$ cat src/rtl/serial_adder_pkg.sv
`default_nettype none
// ============================================================================
//  Module      : serial_adder_pkg
//  Description : Shared state encoding and width helper for the bit-serial
//                adder.
//  Revision    : 1.0  initial release
// ============================================================================
package serial_adder_pkg;

    // Controller states; values are fixed so they can be matched in waves.
    typedef enum logic [1:0] {
        ST_IDLE = 2'd0,
        ST_RUN  = 2'd1,
        ST_FIN  = 2'd2
    } state_t;

    // Bit-counter width: must be able to hold the value WIDTH itself.
    function automatic int calc_cw(input int width);
        return $clog2(width + 1);
    endfunction

endpackage
`default_nettype wire

$ cat src/rtl/fa_bit.sv
`default_nettype none
// ============================================================================
//  Module      : fa_bit
//  Description : Combinational one-bit full adder built from two half adders
//                with the two partial carries merged by an OR.
//  Revision    : 1.0  initial release
// ============================================================================
module fa_bit (
    input  logic i_x,
    input  logic i_y,
    input  logic i_ci,
    output logic o_s,
    output logic o_co
);

    logic w_s0;
    logic w_c0;
    logic w_c1;

    // First stage adds the operand bits, second stage folds in the carry.
    half_adder u_ha0 (
        .i_x (i_x),
        .i_y (i_y),
        .o_s (w_s0),
        .o_c (w_c0)
    );

    half_adder u_ha1 (
        .i_x (w_s0),
        .i_y (i_ci),
        .o_s (o_s),
        .o_c (w_c1)
    );

    // The two partial carries can never both be set, so OR gives majority.
    assign o_co = w_c0 | w_c1;

endmodule
`default_nettype wire

$ cat src/rtl/half_adder.sv
`default_nettype none
// ============================================================================
//  Module      : half_adder
//  Description : One-bit half adder (sum = x ^ y, carry = x & y).
//  Revision    : 1.0  initial release
// ============================================================================
module half_adder (
    input  logic i_x,
    input  logic i_y,
    output logic o_s,
    output logic o_c
);

    assign o_s = i_x ^ i_y;
    assign o_c = i_x & i_y;

endmodule
`default_nettype wire

$ cat src/rtl/serial_adder.sv
`default_nettype none
// ============================================================================
//  Module      : serial_adder
//  Description : LSB-first bit-serial adder, one bit per clock, with a
//                start/busy/done handshake. {o_cout,o_sum} = A + B + CIN.
//  Revision    : 1.0  initial release
// ============================================================================
module serial_adder
    import serial_adder_pkg::*;
#(
    parameter int WIDTH = 8
) (
    input  logic             clk,
    input  logic             rst_n,
    input  logic             i_start,
    input  logic [WIDTH-1:0] i_a,
    input  logic [WIDTH-1:0] i_b,
    input  logic             i_cin,
    output logic             o_busy,
    output logic             o_done,
    output logic [WIDTH-1:0] o_sum,
    output logic             o_cout
);

    localparam int CW = calc_cw(WIDTH);

    state_t           r_state;
    state_t           w_state_nxt;
    logic             w_load;

    logic [WIDTH-1:0] r_a_sh;
    logic [WIDTH-1:0] r_b_sh;
    logic             r_carry;
    logic [CW-1:0]    r_cnt;
    // Only WIDTH-1 partial bits need storing; the last bit goes straight
    // from the adder into the result register.
    logic [WIDTH-2:0] r_sum_sh;
    logic [WIDTH-1:0] r_sum;
    logic             r_cout;

    logic             w_s;
    logic             w_c;
    logic             w_last;
    logic [WIDTH-1:0] w_sum_cat;

    fa_bit u_fa (
        .i_x  (r_a_sh[0]),
        .i_y  (r_b_sh[0]),
        .i_ci (r_carry),
        .o_s  (w_s),
        .o_co (w_c)
    );

    assign w_last    = (r_cnt == CW'(WIDTH - 1));
    assign w_sum_cat = {w_s, r_sum_sh};

    // State register.
    always_ff @(posedge clk or negedge rst_n) begin
        if (!rst_n) begin
            r_state <= ST_IDLE;
        end else begin
            r_state <= w_state_nxt;
        end
    end

    // Next-state decode; START is only honoured in IDLE and FIN.
    always_comb begin
        w_state_nxt = r_state;
        w_load      = 1'b0;
        case (r_state)
            ST_IDLE: begin
                if (i_start) begin
                    w_load      = 1'b1;
                    w_state_nxt = ST_RUN;
                end
            end
            ST_RUN: begin
                if (w_last) begin
                    w_state_nxt = ST_FIN;
                end
            end
            ST_FIN: begin
                if (i_start) begin
                    w_load      = 1'b1;
                    w_state_nxt = ST_RUN;
                end else begin
                    w_state_nxt = ST_IDLE;
                end
            end
            default: begin
                w_state_nxt = ST_IDLE;
            end
        endcase
    end

    // Operand capture, serial shifting and result commit on the final bit.
    always_ff @(posedge clk or negedge rst_n) begin
        if (!rst_n) begin
            r_a_sh   <= '0;
            r_b_sh   <= '0;
            r_carry  <= 1'b0;
            r_cnt    <= '0;
            r_sum_sh <= '0;
            r_sum    <= '0;
            r_cout   <= 1'b0;
        end else if (w_load) begin
            r_a_sh  <= i_a;
            r_b_sh  <= i_b;
            r_carry <= i_cin;
            r_cnt   <= '0;
        end else if (r_state == ST_RUN) begin
            r_a_sh   <= r_a_sh >> 1;
            r_b_sh   <= r_b_sh >> 1;
            r_carry  <= w_c;
            r_cnt    <= r_cnt + CW'(1);
            r_sum_sh <= w_sum_cat[WIDTH-1:1];
            if (w_last) begin
                r_sum  <= w_sum_cat;
                r_cout <= w_c;
            end
        end
    end

    assign o_busy = (r_state == ST_RUN);
    assign o_done = (r_state == ST_FIN);
    assign o_sum  = r_sum;
    assign o_cout = r_cout;

endmodule
`default_nettype wire

$ cat config.mk
export PLATFORM = sky130hd
export DESIGN_NAME = serial_adder
export DESIGN_NICKNAME = d
export VERILOG_FILES = /design/src/rtl/serial_adder_pkg.sv /design/src/rtl/fa_bit.sv /design/src/rtl/half_adder.sv /design/src/rtl/serial_adder.sv
export SDC_FILE = /design/constraint.sdc
export NUM_CORES = 1
export LEC_CHECK = 0
export CORE_AREA = 8 8 67 69
export CTS_CLUSTER_DIAMETER = 150
export DETAILED_ROUTE_END_ITERATION = 7
export DIE_AREA = 0 0 75 77
export PLACE_DENSITY = 0.72
export SLEW_MARGIN = 20
export SYNTH_ARGS = -nofsm -noshare
export SYNTH_HDL_FRONTEND = slang
export SYNTH_SLANG_ARGS = --single-unit
$ cat constraint.sdc
create_clock -name clk -period 1.8 [get_ports clk]
set_input_delay 0.18 -clock clk [delete_from_list [all_inputs] [get_ports clk]]
set_output_delay 0.18 -clock clk [all_outputs]
set_load 0.01 [all_outputs]
==> flow_summary_export.csv <==
group,metric,value,unit
synthesis,synth-seq-cells,39,
synthesis,syn_area,1630,sq um
drt,drt_pass1_iterations,4,
timing,finalSetupTns,0,ns
timing,worst_slew_pin_slew,0.860,ns
clock_network,post-cts-setup-buffers,0,
critical_path,crit_slowest_cell,"clkdlybuf4s50_1",
timing,finalHoldViolCount,0,
die,rows,22,
synthesis,syn_nets,182,
grt,grt_overflow_total,0,
cells_and_area,drive_gt1_share,12.9,%
place,pre_cts_ws,0.196,ns
critical_path,cpPeakStageDelay,0.53,ns
drt,vias,1210,
die,pin_count,31,
die,start_util,46.7,%
drt,totalWireLength,3330,um
clock_network,htreeDepth,2,
clock_network,cts_sinks,39,
synthesis,yosysSeqAreaShare,59.8,%
drt,drc,0,
grt,grt_pass1_vias,1257,
synthesis,synth_cell_types,25,
cells_and_area,nets,215,
critical_path,worstPathCellList,"and2b_1, clkdlybuf4s50_1",
place,dp.cells,233,
cells_and_area,diodes,0,
flow_run,cap_violations,0,
drt,ant_nets,0,
timing,fin_crit,1.71,ns
synthesis,syn_area_per_cell,10.2,sq um
synthesis,syn_inst,160,
status,status,"finished, final reports clean",
timing,rsz0062_at_grt,"false",
clock_network,root_buffer,"clkbuf_4",
cells_and_area,fill_cells,336,
place,dpl.hpwl,2350,um
timing,maxSlewViolCount,0,
die,die_area,5780,sq um
power_and_ir_drop,p_per_area,1700,nW/um^2
synthesis,yosys_warnings,0,
clock_network,clk_latency,0.35,ns
critical_path,critPathLaunchType,"flop",
die,fp.dieW,75,um
drt,wl_per_cell,13.8,um
timing,setup_slack,0.0866,ns
critical_path,worstPathRequired,1.62,ns
cells_and_area,areaGrowthSynthToFinish,27.2,%
grt,grt_start_max_net_pins,40,
clock_network,cts_made_buffers,5,
drt,vias_per_cell,5.00,
grt,grt_util_all_layers,12.9,%
clock_network,path_clk_slew,0.12,ns
grt,antenna_found_initial,0,
clock_network,cts_buffer_depth,2,
power_and_ir_drop,peakVddDrop,753,uV
critical_path,crit_buf_inv,1,
timing,max_freq,0.584,GHz
place,io_buffer_count,30,
min_path,hold_class,"input port to flop",
critical_path,worstPathMaxFanout,5,
die,core_area,3500,sq um
timing,finalSetupViolations,0,
critical_path,crit_family,"buffers and inverters",
die,fp.dieH,77,um
timing,relSlewSlack,42.7,%
cells_and_area,final_util,59.4,%
timing,fin_skew,0.0124,ns
grt,grt_pass1_wl,5820,um
power_and_ir_drop,power.leakage,0.000950,uW
clock_network,cts_tree,"built",
critical_path,cp.arrival,1.53,ns
timing,fin_crit_sh,95.2,%
drt,drt_iter0_markers,61,
critical_path,crit_type,"flop to primary output",
cells_and_area,fin_cells,242,
place,globalplace.congestion,0.741,
power_and_ir_drop,p_total,3530,uW
critical_path,endpoint_kind,"primary output",
## worst paths after layout
check | start | endpoint | slack (ns) | cells after the start
setup / recovery | r_state[0] | o_done | 0.09 | 2
hold / removal | i_b[3] | r_b_sh[3] | 0.39 | 3
setup reg to reg | r_cnt[0] | o_cout | 0.18 | 4
hold reg to reg | r_sum_sh[0] | r_sum_sh[0] | 0.50 | 2
max in group asynchronous | rst_n | r_a_sh[0] | 0.77 | 2
min in group asynchronous | rst_n | r_b_sh[4] | 0.48 | 2
## worst register-to-register path: cells and delay by family (launching register included)
kind                     cells  cell delay (ns)
adder cells (fa/ha/maj)      1             0.18
flip-flops                   1             0.41
multiplexers                 1             0.40
AND/OR/NAND/NOR              2             0.51
## synthesized netlist by cell type
cell / n / area [sq um]
a21oi_1: 1 / 5.00
a22o_1: 2 / 17.5
a22oi_1: 1 / 7.51
a31oi_1: 12 / 75.1
and2b_1: 2 / 15.0
buf_2: 2 / 10.0
buf_6: 1 / 11.3
clkbuf_1: 6 / 22.5
dfrtp_1: 39 / 976
fa_1: 1 / 20.0
ha_1: 1 / 12.5
inv_2: 1 / 3.75
mux2_2: 9 / 101
mux2i_1: 1 / 10.0
nand2_1: 51 / 191
nand2b_1: 2 / 12.5
nand3_1: 2 / 10.0
nand3b_1: 1 / 7.51
nand4_1: 1 / 6.26
nor2_1: 16 / 60.1
nor3_1: 2 / 10.0
nor3_4: 1 / 16.3
o21ai_0: 2 / 10.0
o22ai_1: 2 / 12.5
xor2_1: 1 / 8.76
## layout make-up
| type | count | area, sq um | area share, % |
|---|---|---|---|
| clock inverters | 2 | 35.0 | 1.69 |
| clock buffers | 6 | 51.3 | 2.47 |
| inverters | 1 | 3.75 | 0.181 |
| multi-input cells | 111 | 617 | 29.7 |
| repair buffers | 35 | 334 | 16.1 |
| well taps | 48 | 60.1 | 2.89 |
| flip-flops and latches | 39 | 976 | 47.0 |
## where the power goes
part | leakage [uW] | internal [uW] | switching [uW]
registers | 0.000487 | 1280 | 253
logic | 0.000415 | 674 | 707
clock network | 0.0000482 | 328 | 284
## placed cells by master (no fill, tap or decap), drive strengths merged, types with 3 or more instances in the layout
master / count
a31oi: 12
buf: 5
clkbuf: 6
clkdlybuf4s50: 28
dfrtp: 39
mux2: 9
nand2: 51
nor2: 16
nor3: 3
## metal layers
metal,wire length (um),track usage (%),vias to the layer above
li1,-,-,595
met1,1440,15.6,588
met2,1680,20.2,19
met3,124,3.12,8
met4,80,7.06,0
met5,0,0,-
## repair_timing
item / in CTS / in global routing
endpoints found under the setup margin: 1 / 0
hold endpoints to repair: 39 / 0
hold buffers: 1 / 0
gates resized for setup: 2 / 0
## registers in the layout, indices dropped and copies added, names as in the netlist
register and cells:
o_cout 1, o_sum 8, r_a_sh 8, r_b_sh 8, r_carry 1, r_cnt 4, r_state 2, r_sum_sh 7
## per-stage QoR
step                      cell area, sq um  hold WS [ns]
after global placement                1970         0.325
after global routing                  2080         0.406
after CTS                             2080         0.378
final                                 2080         0.388
after detailed placement              1970         0.339
after floorplan                       1630        -0.116
## kinds of logic (layout without fill, tap and decap cells)
group	Yosys count	in the layout	synth area share, %
DFF	39	39	59.8
adders and majority gates	2	2	1.99
and+or+nand+nor	78	78	20.2
buffers and inverters	10	44	2.91
xor gates and xnor gates	1	1	0.536
AOI/OAI and AO/OA	20	20	7.82
muxes	10	10	6.82
Power figures use the tool's default switching activity.
==> RTL edit (same flow settings) <==
Re-encode `state_t` (3 states) as one-hot, 3 bits wide.
--- a/src/rtl/serial_adder_pkg.sv
+++ b/src/rtl/serial_adder_pkg.sv
@@ -10,6 +10,6 @@
     // Controller states; values are fixed so they can be matched in waves.
-    typedef enum logic [1:0] {
-        ST_IDLE = 2'd0,
-        ST_RUN  = 2'd1,
-        ST_FIN  = 2'd2
+    typedef enum logic [2:0] {
+        ST_IDLE = 3'b001,
+        ST_RUN  = 3'b010,
+        ST_FIN  = 3'b100
     } state_t;
Check against the original RTL: same outputs for any inputs over 10 cycles, from zero or initial values and one cycle with rst_n low; not proved beyond that.
==> RTL edit against the unedited design <==
Non-clock buffer count up 4; synthesized area up 6.0%; clock power up 7.4%; sequential cell count up 1; wire length down 3.1%; critical path depth up 1; count of clock-buffer cells in the layout up 1; total power down 15%; setup slack worse by 0.025 ns; largest cell class unchanged; die area unchanged; design area up 8.0%; sequential share of layout area down 2.3 points; synthesized cell count down 13%.
==> RTL edit: results (changes against the unedited design) <==
* Status: completed (unchanged)
* Leak at 1.03 nW (was 0.950 nW)
* Top_reg_cell synth: dfrtp_1 (unchanged)
* Clock skew after layout at 0.0120 ns (was 0.0124 ns)
* P_clk at 657 µW (was 612 µW)
* Complex-gate fraction of the synthesized area at 0.0644 (was 0.0782)
* Reg2reg end: r_b_sh[0] (was o_cout)
* Hpwl dp at 2390 µm (was 2350 µm)
* Setup WS pre-CTS at -0.0411 ns (was 0.196 ns)
* Met2 wire len at 1660 µm (was 1680 µm)
* CP delay by family, top: flip-flops (was buffers and inverters)
* Met2 Resource Use GR at 0.196 (was 0.202)
* Largest cells by area after synthesis: dfrtp_1, mux2_2, nand2_1 (was dfrtp_1, nand2_1, mux2_2)
* Synth warnings at 0 (unchanged)
* Antenna diode count at 0 (unchanged)
* Largest net degree at the start of global routing at 41 (was 40)
* Post-synthesis mux area share at 0.176 (was 0.0682)
* First-pass GRT wire length at 5430 µm (was 5820 µm)
* Register area share after synthesis at 0.579 (was 0.598)
* Global-route met1 utilization at 0.143 (was 0.156)
* Switching share of power at 0.299 (was 0.353)
* Synth Area in Adders at 0.0188 (was 0.0199)
* Routed WL at 3230 µm (was 3330 µm)
* Sequential power at 1.39 mW (was 1.53 mW)
* Final min period at 1.74 ns (was 1.71 ns)
* Crit-path max FO at 11 (was 5)
* Yosys cell types at 26 (was 25)
* Arrival time worst endpoint at 1.97 ns (was 1.53 ns)
* IR drop worst, VDD at 0.656 mV (was 0.753 mV)
* Synth Net Count at 162 (was 182)
* GR Util met3 at 0.0481 (was 0.0312)
* Share of cells above drive strength 1 at 0.265 (was 0.129)
* Initial antenna violation count at 0 (unchanged)
* Overall Global Routing Usage at 0.122 (was 0.129)
* Vias at 1170 (was 1210)
* RePlAce Congestion at 0.731 (was 0.741)
* Slack of the worst reg-to-reg path at 0.06 ns (was 0.18 ns)
* Reg2Reg Launch Point: r_state[0] (was r_cnt[0])
* Hold_buf cts at 1 (unchanged)
* CTS Buf Count at 5 (unchanged)
* WL met3 at 181 µm (was 124 µm)
* Nets at 202 (was 215)
* List of most frequent post-synthesis cells: dfrtp_1, nand2_1, mux2_2 (was nand2_1, dfrtp_1, nor2_1)
* Critical Path Slowest Stage Cell: dfstp_2 (was clkdlybuf4s50_1)
* FILL cells at 298 (was 336)
* Synth Instances at 140 (was 160)
* Post-synthesis xor/xnor area fraction at 0.0101 (was 0.00536)
* Max stage delay on crit path at 0.58 ns (was 0.53 ns)
* Dpl cells at 219 (was 233)
* Initial drt markers at 69 (was 61)
* Max Buffers Root-to-Sink at 2 (unchanged)
* Worst-Margin Slew at 0.485 ns (was 0.860 ns)
* DRT met1 WL at 1360 µm (was 1440 µm)
* Worst hold path class: in -> async (was in -> reg)
* Critical path class: reg -> reg (was reg -> out)
* PwrDens at 1330 mW/mm² (was 1700 mW/mm²)
* Final Non-Filler Cells at 229 (was 242)
-- RTL edit: area by class of cell --
type | instances | area share
flip-flops and latches | 40 | 0.447
multi-input cells | 92 | 0.307
repair buffers | 39 | 0.173
clock buffers | 7 | 0.0290
well taps | 48 | 0.0268
clock inverters | 1 | 0.0134
inverters | 2 | 0.00335
-- RTL edit: cells by family (layout without fill, tap and decap cells) --
family | after synthesis | in the layout
buf+inv | 8 | 49
simple gates | 45 | 45
compound gates | 16 | 16
fa+ha+maj | 2 | 2
flops | 40 | 40
xor+xnor | 2 | 2
mux | 27 | 27
-- RTL edit: metrics by stage --
step / setup TNS (ns) / instance area, µm² / hold WS (ns)
floorplan: 0 / 1730 / -0.116
global placement: 0 / 2120 / 0.258
detailed placement: -0.147 / 2120 / 0.263
CTS: 0 / 2230 / 0.401
global route: -0.0365 / 2240 / 0.390
finish: 0 / 2240 / 0.393
